`src/rtl/mem_access_unit.sv`:
```
// -----------------------------------------------------------------------------
// mem_access_unit
//   Load/store unit between the CPU memory stage and a word-wide d_mem.
//   Byte/half/word requests become aligned 32-bit d_mem accesses. Loads are
//   lane-selected and sign/zero-extended. Word stores go straight through.
//   Sub-word stores take a read-modify-write over two cycles: a read cycle
//   with stall=1 that latches the merged word, then a write cycle.
//   Misaligned or illegal requests raise fault for that cycle only. A
//   saturating counter tracks completed sub-word stores.
//
// Ports
//   clk, rst        clock (rising edge) and synchronous active-high reset
//   req_valid       a memory request is present this cycle
//   req_we          1 = store, 0 = load
//   req_size        00 byte, 01 half, 10 word, 11 illegal
//   req_unsigned    loads zero-extend when 1, sign-extend when 0
//   req_adr         byte address
//   req_wdata       store data, right-justified
//   rdata           extended load data
//   stall           CPU must hold its request while high
//   fault           misaligned/illegal request this cycle
//   rmw_count       completed sub-word stores, saturating
//   mem_adr         word-aligned d_mem address
//   mem_data_in     d_mem write data
//   mem_WrEn        d_mem write enable
//   mem_data_out    d_mem read data, valid before the next rising edge
// -----------------------------------------------------------------------------
module mem_access_unit #(
  parameter int DATA_WIDTH = 32,
  parameter int ADDR_WIDTH = 32,
  parameter int CNT_WIDTH  = 16
) (
  input  logic                  clk,
  input  logic                  rst,
  input  logic                  req_valid,
  input  logic                  req_we,
  input  logic [1:0]            req_size,
  input  logic                  req_unsigned,
  input  logic [ADDR_WIDTH-1:0] req_adr,
  input  logic [DATA_WIDTH-1:0] req_wdata,
  output logic [DATA_WIDTH-1:0] rdata,
  output logic                  stall,
  output logic                  fault,
  output logic [CNT_WIDTH-1:0]  rmw_count,
  output logic [ADDR_WIDTH-1:0] mem_adr,
  output logic [DATA_WIDTH-1:0] mem_data_in,
  output logic                  mem_WrEn,
  input  logic [DATA_WIDTH-1:0] mem_data_out
);

  localparam logic [0:0] S_IDLE   = 1'b0;
  localparam logic [0:0] S_RMW_WR = 1'b1;

  localparam logic [CNT_WIDTH-1:0] CNT_ONE = {{(CNT_WIDTH-1){1'b0}}, 1'b1};

  logic [0:0]            state_q, state_d;
  logic [ADDR_WIDTH-1:0] adr_q, adr_d;
  logic [DATA_WIDTH-1:0] merge_q, merge_d;
  logic [CNT_WIDTH-1:0]  rmw_count_q, rmw_count_d;

  logic [ADDR_WIDTH-1:0] adr_aligned;
  logic                  misaligned;
  logic [3:0]            lane_en;
  logic [DATA_WIDTH-1:0] merged;
  logic [DATA_WIDTH-1:0] ld_shift;
  logic [DATA_WIDTH-1:0] ld_ext;

  assign adr_aligned = {req_adr[ADDR_WIDTH-1:2], 2'b00};

  assign misaligned = (req_size == 2'b11)
                    | ((req_size == 2'b01) & req_adr[0])
                    | ((req_size == 2'b10) & (req_adr[1:0] != 2'b00));

  // Lanes touched by a sub-word store.
  always_comb begin
    lane_en = 4'b0000;
    case (req_size)
      2'b00:   lane_en = 4'b0001 << req_adr[1:0];
      2'b01:   lane_en = req_adr[1] ? 4'b1100 : 4'b0011;
      default: lane_en = 4'b0000;
    endcase
  end

  // Merged word: untouched lanes come from the read data; a byte store puts
  // wdata[7:0] in its lane, a half store puts wdata[15:8] in the odd lane.
  genvar gi;
  generate
    for (gi = 0; gi < 4; gi++) begin : g_lane
      assign merged[8*gi +: 8] = !lane_en[gi]          ? mem_data_out[8*gi +: 8] :
                                 (req_size == 2'b00)   ? req_wdata[7:0] :
                                                         req_wdata[8*(gi%2) +: 8];
    end
  endgenerate

  // Shift the addressed lane down to bit 0; aligned words shift by zero.
  assign ld_shift = mem_data_out >> {req_adr[1:0], 3'b000};

  always_comb begin
    case (req_size)
      2'b00:   ld_ext = {{(DATA_WIDTH-8){~req_unsigned & ld_shift[7]}}, ld_shift[7:0]};
      2'b01:   ld_ext = {{(DATA_WIDTH-16){~req_unsigned & ld_shift[15]}}, ld_shift[15:0]};
      default: ld_ext = ld_shift;
    endcase
  end

  always_comb begin
    rdata       = '0;
    stall       = 1'b0;
    fault       = 1'b0;
    mem_WrEn    = 1'b0;
    mem_adr     = adr_aligned;
    mem_data_in = '0;
    state_d     = state_q;
    adr_d       = adr_q;
    merge_d     = merge_q;
    rmw_count_d = rmw_count_q;

    if (rst) begin
      // Outputs quiet while in reset; a pending RMW write is dropped.
      mem_adr = '0;
    end else begin
      case (state_q)
        S_IDLE: begin
          if (req_valid) begin
            if (misaligned) begin
              fault = 1'b1;
            end else if (!req_we) begin
              rdata = ld_ext;
            end else if (req_size == 2'b10) begin
              mem_WrEn    = 1'b1;
              mem_data_in = req_wdata;
            end else begin
              // Read phase: d_mem returns the old word this cycle.
              stall   = 1'b1;
              merge_d = merged;
              adr_d   = adr_aligned;
              state_d = S_RMW_WR;
            end
          end
        end
        S_RMW_WR: begin
          mem_adr     = adr_q;
          mem_data_in = merge_q;
          mem_WrEn    = 1'b1;
          state_d     = S_IDLE;
          if (rmw_count_q != '1) begin
            rmw_count_d = rmw_count_q + CNT_ONE;
          end
        end
        default: state_d = S_IDLE;
      endcase
    end
  end

  always_ff @(posedge clk) begin
    if (rst) begin
      state_q     <= S_IDLE;
      adr_q       <= '0;
      merge_q     <= '0;
      rmw_count_q <= '0;
    end else begin
      state_q     <= state_d;
      adr_q       <= adr_d;
      merge_q     <= merge_d;
      rmw_count_q <= rmw_count_d;
    end
  end

  assign rmw_count = rmw_count_q;

endmodule
```
`config.mk`:
```
export PLATFORM = sky130hd
export DESIGN_NAME = mem_access_unit
export DESIGN_NICKNAME = d
export VERILOG_FILES = /design/src/rtl/mem_access_unit.sv
export SDC_FILE = /design/constraint.sdc
export NUM_CORES = 1
export LEC_CHECK = 0
export ABC_AREA = 1
export CORE_AREA = 3 3 127 129
export DETAILED_ROUTE_END_ITERATION = 6
export DIE_AREA = 0 0 130 132
export DONT_BUFFER_PORTS = 1
export MAX_ROUTING_LAYER = met4
export SYNTH_ARGS = -nofsm -noshare
export SYNTH_HDL_FRONTEND = slang
export SYNTH_SLANG_ARGS = --single-unit
```
`constraint.sdc`:
```
create_clock -name clk -period 1.45 [get_ports clk]
set_input_delay 0.145 -clock clk [delete_from_list [all_inputs] [get_ports clk]]
set_output_delay 0.145 -clock clk [all_outputs]
set_load 0.05 [all_outputs]
```
==> results of run 1 <==
area by class of cell:
type                       instances  area, sq um  share of cell area
clock buffer                      13          260              0.0265
multi-input combinational        639         4150               0.423
sequential                        79         1620               0.165
tap                              188          235              0.0240
clock inverter                     3         17.5             0.00179
timing repair buffer             211         3080               0.314
inverter                         116          448              0.0457
placed cells by master, fill, tap and decap left out, types with 2 or more instances in the layout:
master / n
nor2_4: 49
dlygate4sd3_1: 17
dfxtp_1: 62
a31oi_4: 4
buf_4: 50
dfxtp_4: 5
a21oi_4: 31
o21ai_2: 30
o21ai_1: 39
inv_1: 100
dfxtp_2: 12
nor2_2: 7
buf_16: 8
clkbuf_1: 2
clkinv_2: 2
o21ai_0: 92
clkbuf_8: 2
buf_6: 37
a21oi_1: 74
xor2_1: 5
a22oi_1: 2
buf_8: 23
nand2_8: 3
nand3_1: 20
inv_2: 13
nand2_4: 2
nand2_2: 7
nand3_2: 4
nand4_1: 5
nand2_1: 181
nand3_4: 2
clkbuf_16: 15
buf_12: 70
xnor2_1: 2
o211ai_1: 7
conb_1: 2
nor2_1: 27
a21oi_2: 36
tightest hold or removal path, stage by stage:
cell and delay (ps):
a21oi_4 30, o21ai_2 50, nand2_1 50, inv_1 40
where the power goes:
part | internal (W) | total (W) | switching, W
logic | 0.000762 | 0.00187 | 0.00111
registers | 0.00225 | 0.00227 | 0.0000234
clock network | 0.00125 | 0.00215 | 0.000905
layer usage:
layer,part of all wire,GRT usage,up-vias
met3,0.068,0.0482,33
met5,0,-,-
met4,0.021,0.0676,0
li1,-,-,3247
met2,0.50,0.390,271
met1,0.41,0.327,3221
timing repair:
action                                 CTS  global route
setup endpoints to repair              119           175
gates cloned                             7             7
setup buffers                            5             5
pin swaps                               20            39
endpoints found under the hold margin   46             0
resized for setup                      176           141
hold buffers                            18             0
state kept, by name (all words and copies together), names as in the netlist:
register   cells
merge_q       32
state_q        1
rmw_count     16
adr_q         30
worst max-delay path by stage:
stage	startpoint	endpoint	cells past startpoint
floorplan	req_adr[0]	rdata[0]	6
global placement	rmw_count[1]$_SDFFE_PP0P_	rmw_count[15]$_SDFFE_PP0P_	9
detailed placement	rmw_count[1]$_SDFFE_PP0P_	rmw_count[15]$_SDFFE_PP0P_	9
CTS	state_q$_SDFF_PP0_	mem_adr[20]	6
global route	state_q$_SDFF_PP0_	mem_data_in[20]	7
finish	state_q$_SDFF_PP0_	rdata[1]	5
cell families after synthesis:
group / share of synthesized area
compound gates: 0.306
xor+xnor: 0.0116
fa+ha+maj: 0.00236
buf+inv: 0.137
flops: 0.299
other cells: 0.000708
simple gates: 0.244
stage by stage:
stage	instance area [sq um]	setup WS (ps)	setup TNS (ps)	hold slack (ps)	std cells
3_5_place_dp	7960	-226	-2530	213	1193
5_1_grt	9810	-354	-35640	2.69	1249
2_1_floorplan	5960	-148	-6440	338	893
6_report	9810	-289	-26040	-0.544	1249
3_3_place_gp	7960	-178	-1390	212	1193
4_1_cts	9180	-278	-26570	0.653	1239
==> flow_summary.toml, run 1 <==
[setup_path]
r2r_cells = 9
reg2reg_slack_ps = -130
crit_buf_inv = 2
worstSetupEndpointType = "output pin"
crit_required_ps = 1310
rr_endpoint = "adr_q[26]$_SDFFE_PP0P_"
cp-start-kind = "flop"
crit_family = "buffers and inverters"
slowest_delay_ps = 370
critPathSlowestCell = "dfxtp_4"
cp_max_fo = 14
path_cells = "nor2_4, nand4_4, buf_12, a31oi_2, buf_6"
r2r-start = "state_q$_SDFF_PP0_"
worst-setup-path-type = "flop to output pin"
cp.arrival_ps = 1590

[layout]
post_route_cells_drive_above_1_share = 0.398
antenna_cells = 0
fillers = 1213
syn_to_final_growth_pct = 85.3
final_util = 0.648
num-nets-final = 1160

[timing]
slew_violations = 0
clock-skew-final_ps = 6.25
hold_ws_ps = -0.544
relSlewSlack = 0.122
timing.fmax_mhz = 575
grt_setup_unrepaired = "yes"
fin_ws_ps = -289
worstMarginPinSlew_ps = 1310
setup_violations = 129
min_period_ps = 1740
post-route-period-util = 1.20
finalHoldViolCount = 1

[grt]
grt_pass1_vias = 6119
grt_usage = 0.249
grt-ovfl-total = 0
antenna_found_initial = 0
grt_start_max_net_pins = 64
grt_first_pass_wirelength_um = 33100

[yosys]
ys_ff_latch = 79
synth_top_area_frac = 0.299
synthTopCellsByArea = "dfxtp_1, o21ai_0, a21oi_1"
synth_cells = 892
synth_edf_count = 0
yosys.area.top_type = "dfxtp_1"
syn_avg_cell_area_sq_um = 5.94
synthTopCellsByCount = "nand2_1, o21ai_0, a21oi_1"
synthArstFlopShare = 0
synth_ff_type = "dfxtp_1"
yosysWarningCount = 0
synth.cell_area_sq_um = 5300
seq_area_frac_synth = 0.299
synth_cell_type_count = 35
synth_most_common_cell = "nand2_1"

[min_path]
hold-path-cell-count = 4
hold_path_startpoint = "mem_data_out[25]"
hold_path_class = "input port to flop"
holdPathEnd = "merge_q[25]$_SDFFE_PP0P_"

[floorplanning]
initial_utilization = 0.350
std_cell_rows = 45
fp.dieArea_sq_um = 17200
core_area_sq_um = 15100
num_io_pins = 218
fp.dieW_um = 130
die_y_um = 132

[placement]
place_congestion = 1.02
port_buffers = 0
dp_hpwl_um = 15100

[power_and_ir_drop]
ir_drop_mv = 0.559
total_leakage_power_nw = 3.80
power-per-cell-area_nw_per_um2 = 642
fin_total_pwr_w = 0.00630

[detailed_routing]
first_pass_iters = 5
vias = 6772
ant_nets = 0
routed_wl_um = 22900
drc = 0
wl_per_cell_um = 18.3
drt-initial-drc-count = 600
vias_per_cell = 5.42

[cts]
htreeDepth = 3
cts_max_path_buffers = 2
cts-root-buf = "clkbuf_16"
clock_sinks = 79
clk_pin_slew_ps = 60
clk_latency_ps = 340
tritoncts = "done"
cts_made_buffers = 9

[run_status]
violations = "hold timing, setup timing"
status = "complete, but fails checks"

[run]
cap_violations = 0
Note: power is estimated with default switching activity, not from simulation.
==> run 2, diff against run 1 <==
--- a/config.mk
+++ b/config.mk
@@ -11,6 +11,7 @@
 export DIE_AREA = 0 0 130 132
 export DONT_BUFFER_PORTS = 1
 export MAX_ROUTING_LAYER = met4
+export RECOVER_POWER = 50
 export SYNTH_ARGS = -nofsm -noshare
 export SYNTH_HDL_FRONTEND = slang
 export SYNTH_SLANG_ARGS = --single-unit
==> flow_summary.toml, run 2 (synthesis gave the netlist of run 1 again) <==
[cts]
clk_latency_ps = 340
htreeDepth = 3
clk_pin_slew_ps = 60
cts-root-buf = "clkbuf_16"
cts_max_path_buffers = 2
cts_made_buffers = 9
clock_sinks = 79
tritoncts = "done"

[setup_path]
cp.depth = 7
crit_end = "mem_data_in[23]"
r2r_cells = 8
worst-setup-path-type = "flop to output pin"
r2r-start = "rmw_count[0]$_SDFFE_PP0P_"
crit_required_ps = 1310
crit_family = "buffers and inverters"
path_cells = "buf_12, buf_6, clkbuf_16, nand2_1, o21ai_2, nor2_4, buf_8"
cp.arrival_ps = 1600
setup.worst_path.start = "state_q$_SDFF_PP0_"
critPathSlowestCell = "dfxtp_4"
worstSetupEndpointType = "output pin"
reg2reg_slack_ps = -180
cp_max_fo = 7
rr_endpoint = "rmw_count[7]$_SDFFE_PP0P_"
crit_buf_inv = 4
slowest_delay_ps = 370
cp-start-kind = "flop"

[placement]
dp_worst_setup_slack_ps = -226
dp_hpwl_um = 15100
port_buffers = 0
place_congestion = 1.02

[layout]
largest_reg_flops = 32
final_util = 0.645
syn_to_final_growth_pct = 84.4
fillers = 1225
final_common_cell = "nand2_1"
final_cell_mix = "nand2_1, inv_1, o21ai_0"
antenna_cells = 0
post_route_cells_drive_above_1_share = 0.398
num-nets-final = 1160
largest-register = "merge_q"

[detailed_routing]
ant_nets = 0
drt-initial-drc-count = 575
drc = 0
vias = 6759
wl_per_cell_um = 18.3
first_pass_iters = 5
routed_wl_um = 22800
vias_per_cell = 5.41

[timing]
timing.fmax_mhz = 574
hold_ws_ps = -1.07
grt_setup_unrepaired = "yes"
clock-skew-final_ps = 5.07
min_period_ps = 1740
slew_violations = 0
finalHoldViolCount = 1
relSlewSlack = 0.125
fin_ws_ps = -291
worstMarginPinSlew_ps = 1300
setup_violations = 130
post-route-period-util = 1.20

[min_path]
hold_path_startpoint = "mem_data_out[25]"
hold_path_class = "input port to flop"

[run]
cap_violations = 0

[grt]
grt_first_pass_wirelength_um = 33100
grt-ovfl-total = 0
grt_usage = 0.249
antenna_found_initial = 0
grt_pass1_vias = 6119
grt_start_max_net_pins = 64

[floorplanning]
fp.dieArea_sq_um = 17200
fp.dieW_um = 130
die_y_um = 132
initial_utilization = 0.350
std_cell_rows = 45
core_area_sq_um = 15100
num_io_pins = 218

[power_and_ir_drop]
total_leakage_power_nw = 3.79
fin_total_pwr_w = 0.00630
ir_drop_mv = 0.564
power-per-cell-area_nw_per_um2 = 645

[run_status]
status = "complete, but fails checks"
violations = "hold timing, setup timing"
==> run 2: report_power, final <==
part / internal (W) / switching [W] / total, W / leakage (nW)
registers: 0.00225 / 0.0000229 / 0.00227 / 0.653
logic: 0.000760 / 0.00111 / 0.00187 / 3.00
clock network: 0.00125 / 0.000907 / 0.00216 / 0.136
total: 0.00426 / 0.00204 / 0.00630 / 3.79
==> run 2: how the worst min path moves through the flow <==
stage,endpoint,cells after the start
floorplan,adr_q[14]$_SDFFE_PP0P_,2
global placement,rmw_count[4]$_SDFFE_PP0P_,1
detailed placement,rmw_count[9]$_SDFFE_PP0P_,1
CTS,adr_q[5]$_SDFFE_PP0P_,2
global route,merge_q[25]$_SDFFE_PP0P_,4
finish,merge_q[25]$_SDFFE_PP0P_,4
==> run 2: worst reg2reg max path: cells and delay by family (launching register included) <==
kind | cells | cell delay (ps)
buffers and inverters | 3 | 620
AOI/OAI and AO/OA | 1 | 120
DFF | 1 | 360
and+or+nand+nor | 3 | 320
xor gates and xnor gates | 1 | 150
==> run 2: routing by layer <==
| layer | routed length, um | track usage | up-vias |
|---|---|---|---|
| li1 | - | - | 3240 |
| met1 | 9360 | 0.327 | 3198 |
| met2 | 11300 | 0.390 | 286 |
| met3 | 1670 | 0.0482 | 35 |
| met4 | 472 | 0.0676 | 0 |
| met5 | 0 | - | - |
==> run 2: stage by stage <==
stage | cells | TNS [ps] | cell area [sq um]
6_report | 1249 | -26720 | 9760
5_1_grt | 1249 | -36300 | 9760
4_1_cts | 1239 | -26570 | 9180
3_5_place_dp | 1193 | -2530 | 7960
3_3_place_gp | 1193 | -1390 | 7960
2_1_floorplan | 893 | -6440 | 5960
==> run 2: what timing repair did <==
action / CTS / global route
pin swaps: 20 / 39
gates cloned: 7 / 7
endpoints found under the setup margin: 119 / 175
endpoints found under the hold margin: 46 / 0
setup buffers: 5 / 5
resized for setup: 176 / 141
hold buffers: 18 / 0
==> run 2: area by class of cell <==
| class | instances | area, sq um | area share |
|---|---|---|---|
| Timing Repair Buffer | 211 | 3030 | 0.311 |
| Multi-Input combinational cell | 639 | 4150 | 0.426 |
| Clock buffer | 13 | 260 | 0.0267 |
| Tap cell | 188 | 235 | 0.0241 |
| Inverter | 116 | 448 | 0.0459 |
| Sequential cell | 79 | 1620 | 0.165 |
| Clock inverter | 3 | 17.5 | 0.00179 |
